--- config.mk ---
export PLATFORM = sky130hd
export DESIGN_NAME = dir_pad_decoder
export DESIGN_NICKNAME = d
export VERILOG_FILES = /design/src/rtl/dir_pad_decoder.sv
export SDC_FILE = /design/constraint.sdc
export NUM_CORES = 1
export LEC_CHECK = 0
export ABC_AREA = 1
export BUFFER_PORTS_ARGS = -buffer_cell sky130_fd_sc_hd__buf_4
export CORE_ASPECT_RATIO = 1.4
export CORE_MARGIN = 3
export CORE_UTILIZATION = 50
export CTS_CLUSTER_SIZE = 25
export DETAILED_ROUTE_END_ITERATION = 8
export PLACE_DENSITY = 0.73
export SYNTH_ARGS = -nofsm -noshare
export SYNTH_HDL_FRONTEND = slang
export SYNTH_SLANG_ARGS = --single-unit
--- constraint.sdc ---
create_clock -name clk -period 4.2 [get_ports clk]
set_input_delay 0.63 -clock clk [delete_from_list [all_inputs] [get_ports clk]]
set_output_delay 0.63 -clock clk [all_outputs]
set_load 0.02 [all_outputs]
--- src/rtl/dir_pad_decoder.sv ---
// Direction-pad front end: 2-FF synchronise, debounce and decode N raw buttons
// into a held-direction index, a press/auto-repeat strobe, a latched
// multi-press error flag and a one-hot LED mirror.
module dir_pad_decoder #(
  parameter int N_BTN        = 4,
  parameter int DEBOUNCE_CYC = 20,
  parameter int REPEAT_DLY   = 50,
  parameter int REPEAT_PER   = 10,
  parameter int IDX_W        = $clog2(N_BTN)
) (
  input  logic             clk,
  input  logic             rst,
  input  logic [N_BTN-1:0] btn_raw,
  output logic             dir_valid,
  output logic [IDX_W-1:0] dir_idx,
  output logic             dir_pulse,
  output logic             multi_err,
  output logic [N_BTN-1:0] led
);

  localparam int DB_W    = $clog2(DEBOUNCE_CYC + 1);
  localparam int ONES_W  = $clog2(N_BTN + 1);
  localparam int REP_MAX = (REPEAT_DLY > REPEAT_PER) ? REPEAT_DLY : REPEAT_PER;
  localparam int REP_W   = $clog2(REP_MAX + 1);

  typedef enum logic [1:0] {
    S_IDLE  = 2'd0,
    S_HOLD  = 2'd1,
    S_MULTI = 2'd2
  } state_t;

  logic [N_BTN-1:0]  sync1, sync2, db;
  logic [DB_W-1:0]   db_cnt [N_BTN];
  logic [ONES_W-1:0] ones;
  logic [IDX_W-1:0]  idx;
  logic              single, multi;

  state_t            state, state_n;
  logic [IDX_W-1:0]  hold_idx, hold_idx_n;
  logic [REP_W-1:0]  rep, rep_n;
  logic              pulse_n;

  // Synchroniser chain plus per-button debounce counters
  always_ff @(posedge clk) begin
    if (rst) begin
      sync1 <= '0;
      sync2 <= '0;
      db    <= '0;
      for (int unsigned i = 0; i < N_BTN; i++) db_cnt[i] <= '0;
    end else begin
      sync1 <= btn_raw;
      sync2 <= sync1;
      for (int unsigned i = 0; i < N_BTN; i++) begin
        if (sync2[i] == db[i]) begin
          db_cnt[i] <= '0;
        end else if (db_cnt[i] == DB_W'(DEBOUNCE_CYC - 1)) begin
          db[i]     <= sync2[i];
          db_cnt[i] <= '0;
        end else begin
          db_cnt[i] <= db_cnt[i] + 1'b1;
        end
      end
    end
  end

  // Popcount and index of the (highest) set debounced bit
  always_comb begin
    ones = '0;
    idx  = '0;
    for (int unsigned i = 0; i < N_BTN; i++) begin
      if (db[i]) begin
        ones = ones + 1'b1;
        idx  = IDX_W'(i);
      end
    end
    single = (ones == ONES_W'(1));
    multi  = (ones >= ONES_W'(2));
  end

  // Next-state, repeat timer and strobe decision
  always_comb begin
    state_n    = state;
    hold_idx_n = hold_idx;
    rep_n      = rep;
    pulse_n    = 1'b0;
    case (state)
      S_IDLE: begin
        if (single) begin
          state_n    = S_HOLD;
          hold_idx_n = idx;
          rep_n      = REP_W'(REPEAT_DLY - 1);
          pulse_n    = 1'b1;
        end else if (multi) begin
          state_n = S_MULTI;
        end
      end
      S_HOLD: begin
        if (ones == '0) begin
          state_n = S_IDLE;
        end else if (multi) begin
          state_n = S_MULTI;
        end else if (idx != hold_idx) begin
          hold_idx_n = idx;
          rep_n      = REP_W'(REPEAT_DLY - 1);
          pulse_n    = 1'b1;
        end else if (rep != '0) begin
          rep_n = rep - 1'b1;
        end else if (REPEAT_PER != 0) begin
          // Reload with the full period: the reload cycle itself is part of
          // the gap, giving one strobe every REPEAT_PER+1 cycles.
          rep_n   = REP_W'(REPEAT_PER);
          pulse_n = 1'b1;
        end
      end
      S_MULTI: begin
        if (ones == '0) state_n = S_IDLE;
      end
      default: state_n = S_IDLE;
    endcase
  end

  // Registered state and outputs
  always_ff @(posedge clk) begin
    if (rst) begin
      state     <= S_IDLE;
      hold_idx  <= '0;
      rep       <= '0;
      dir_valid <= 1'b0;
      dir_idx   <= '0;
      dir_pulse <= 1'b0;
      multi_err <= 1'b0;
      led       <= '0;
    end else begin
      state     <= state_n;
      hold_idx  <= hold_idx_n;
      rep       <= rep_n;
      dir_pulse <= pulse_n;
      dir_valid <= (state_n == S_HOLD);
      dir_idx   <= (state_n == S_HOLD) ? hold_idx_n : '0;
      led       <= (state_n == S_HOLD) ? (N_BTN'(1) << hold_idx_n) : '0;
      multi_err <= (state_n == S_MULTI);
    end
  end

endmodule

==> flow_summary.json <==
{
  "max_freq_mhz": 413,
  "die_x_um": 63.8,
  "vias": 1758,
  "skew_ps": 7.39,
  "grt-ovfl-total": 0,
  "grt_max_degree": 19,
  "status": "finished clean",
  "reg2reg_slack_ps": 1780,
  "ir_drop_uv": 270,
  "ctsResizeCount": 0,
  "ys_warn_count": 0,
  "gr-usage-all-layers_pct": 15.8,
  "viasPerCell": 4.60,
  "drv_cap": 0,
  "grt_use_met1_pct": 19.5,
  "hold_viol_final": 0,
  "diodes": 0,
  "fill_cells": 389,
  "syn2layout_area_growth_pct": 13.8,
  "initialDrtViolationCount": 51,
  "start_kind": "flop",
  "setup-tns-final_ps": 0,
  "num_rows": 28,
  "die_h_um": 86.9,
  "globalRouteMet3Util_pct": 3.88,
  "start_util_pct": 53.4,
  "fin_crit_ps": 2420,
  "grt_pass1_vias": 1674,
  "port_buffers": 14,
  "cts_buffers": 5,
  "ys_seq_area_share_pct": 52.2,
  "hp-class": "flop to flop",
  "cts_setup_buffers": 0,
  "crit_required_ps": 4460,
  "io_pins": 15,
  "critical_path.cell_chain": "inv_1, ha_1, inv_1, nand2_1, nand2_1, inv_1, ha_1, or2_0, nand2_1, nand2_2, nor2_2, nand2_1, inv_1, nand2_1, nand2_1",
  "critPathKind": "flop to flop",
  "antenna_found_initial": 0,
  "grt_setup_unrepaired": "false",
  "clock_latency_ps": 310,
  "syn-cell-area_um2": 2340,
  "antenna_left": 0,
  "path_buf_inv": 4,
  "grtUsageMet2_pct": 26.1,
  "reg2reg_depth": 15,
  "finalSetupViolations": 0,
  "min_to": "sync2[3]$_SDFF_PP0_",
  "whs_path_depth": 2,
  "r2r-end": "rep[3]$_SDFFE_PP0P_",
  "ys_types": 25,
  "final_nets": 336,
  "cts_hold_buffers": 0,
  "avgSynthCellArea_um2": 8.20,
  "crit_top_cell": "nand2_1",
  "hp-start": "sync1[3]$_SDFF_PP0_",
  "finalCritPeriodShare_pct": 57.6,
  "drtPass1Iterations": 4,
  "cts_tree": "built",
  "htreeDepth": 2,
  "gp_congestion": 0.832,
  "critical_path_arrival_ps": 2680,
  "synthCells": 285,
  "clkTransAtPathRegs_ps": 100,
  "wl_um": 3770,
  "die-area_um2": 5540,
  "critical_path.max_stage_delay_ps": 390,
  "post_drt_wl_per_cell_um": 9.87,
  "top_usage_layer": "met2",
  "cts.path.max_buffers": 2,
  "cts.sinks": 51,
  "slew_viol_final": 0,
  "r2r-start": "db[1]$_SDFFE_PP0P_",
  "utilization_pct": 60.7,
  "synth_area_leaders": "dfxtp_1 27%, edfxtp_1 26%, nand2_1 8.5%",
  "cpLargestDelayFamily": "simple AND/OR/NAND/NOR gates",
  "critPathMaxFanout": 11,
  "powerDensity_nw_per_um2": 341,
  "endpoint_kind": "flop",
  "synth_top_area_share_pct": 26.6,
  "p_leak_nw": 1.25,
  "ctsRootBufferMaster": "clkbuf_8",
  "ys_ff_latch": 51,
  "grt_pass1_wl_um": 6930,
  "synth_area_leader_cell": "dfxtp_1",
  "crit_slowest_cell": "dfxtp_1",
  "dp_hpwl_um": 2890,
  "drc_errors": 0,
  "layout-drive-gt1-share_pct": 9.32,
  "coreArea_um2": 4380
}
-- cells in the mapped netlist, drive strengths merged --
master  count
clkbuf      2
inv        43
nand4       1
nand3      22
or2         4
nand2      54
nor3        3
xnor2       1
conb        1
nor2       51
nand3b      1
buf         2
a21oi      15
dfxtp      31
xor2        8
o211ai      2
edfxtp     20
o21ai      15
ha          9
-- layer usage --
metal  routed length [um]  up-vias
met2                 1810       23
li1                     -      960
met5                    0        -
met1                 1770      769
met3                  122        6
met4                   68        0
-- cells in the final DEF, fill, tap and decap left out --
cell type and count:
nand2_2 1, nor3_1 3, ha_1 9, buf_4 14, nand3_1 21, clkbuf_8 5
clkinvlp_4 1, a21oi_1 15, conb_1 20, inv_8 1, nand4_1 1, or2_2 3
edfxtp_1 20, dfxtp_1 31, o21ai_0 15, nand3b_1 1, nand2_1 53, xor2_1 8
nor2_2 1, inv_1 41, inv_2 2, nor2_1 50, inv_6 1, nand3_2 1
xnor2_1 1, or2_0 1, o211ai_1 2
-- power by group --
group	internal, mW	total (mW)	switching, mW	leakage (nW)
Combinational	0.0252	0.0696	0.0444	0.749
Clock	0.124	0.296	0.173	0.0467
Sequential	0.531	0.542	0.0114	0.458
-- worst register-to-register path, cell delays in order, from the launching register on --
cell     delay, ps
dfxtp_1        390
inv_1           80
ha_1           310
inv_1           60
nand2_1         60
nand2_1         70
inv_1           40
ha_1           250
or2_0          220
nand2_1         80
nand2_2         80
nor2_2         330
nand2_1        170
inv_1          120
nand2_1         60
nand2_1         50
-- per-stage QoR --
step           instances  instance area (um^2)  worst slack [ps]  power (mW)  hold slack, ps
2_1_floorplan        304                  2410              2140       0.604             388
3_3_place_gp         374                  2560              1880       0.620             392
3_5_place_dp         374                  2560              1820       0.622             396
4_1_cts              382                  2660              1790       0.918             410
5_1_grt              382                  2660              1510       0.951             427
6_report             382                  2660              1780       0.908             409
-- cell families (layout without fill, tap and decap cells) --
logic type	count (synthesis)	count (layout)	synth area share, %
buf+inv	47	65	8.03
flops	51	51	52.2
xor+xnor	9	9	3.37
compound gates	32	32	7.07
fa+ha+maj	9	9	4.82
simple gates	136	136	24.3
other cells	1	20	0.160
-- state kept, by name (all words and copies together), names as in the netlist --
signal	cells
db_cnt	20
rep	6
db	4
led	4
sync1	4
sync2	4
dir_idx	2
hold_idx	2
state	2
dir_pulse	1
dir_valid	1
multi_err	1
-- worst max-delay path by stage --
stage	from	end	slack (ps)	cells past startpoint
3_5_place_dp	db[1]$_SDFFE_PP0P_	rep[3]$_SDFFE_PP0P_	1820	15
5_1_grt	db[1]$_SDFFE_PP0P_	rep[1]$_SDFFE_PP0P_	1510	15
2_1_floorplan	db[0]$_SDFFE_PP0P_	hold_idx[0]$_SDFF_PP0_	2140	15
4_1_cts	db[1]$_SDFFE_PP0P_	rep[3]$_SDFFE_PP0P_	1790	15
6_report	db[1]$_SDFFE_PP0P_	rep[3]$_SDFFE_PP0P_	1780	15
3_3_place_gp	db[0]$_SDFFE_PP0P_	rep[1]$_SDFFE_PP0P_	1880	15
-- final cells by class --
type / count / area (um^2) / share of cell area, %
Clock buffer: 5 / 68.8 / 2.59
Clock inverter: 3 / 27.5 / 1.04
Inverter: 43 / 161 / 6.07
Multi-Input combinational cell: 206 / 1000 / 37.6
Sequential cell: 51 / 1220 / 45.9
Tap cell: 60 / 75.1 / 2.82
Timing Repair Buffer: 14 / 105 / 3.95
(Power assumes the default switching activity.)
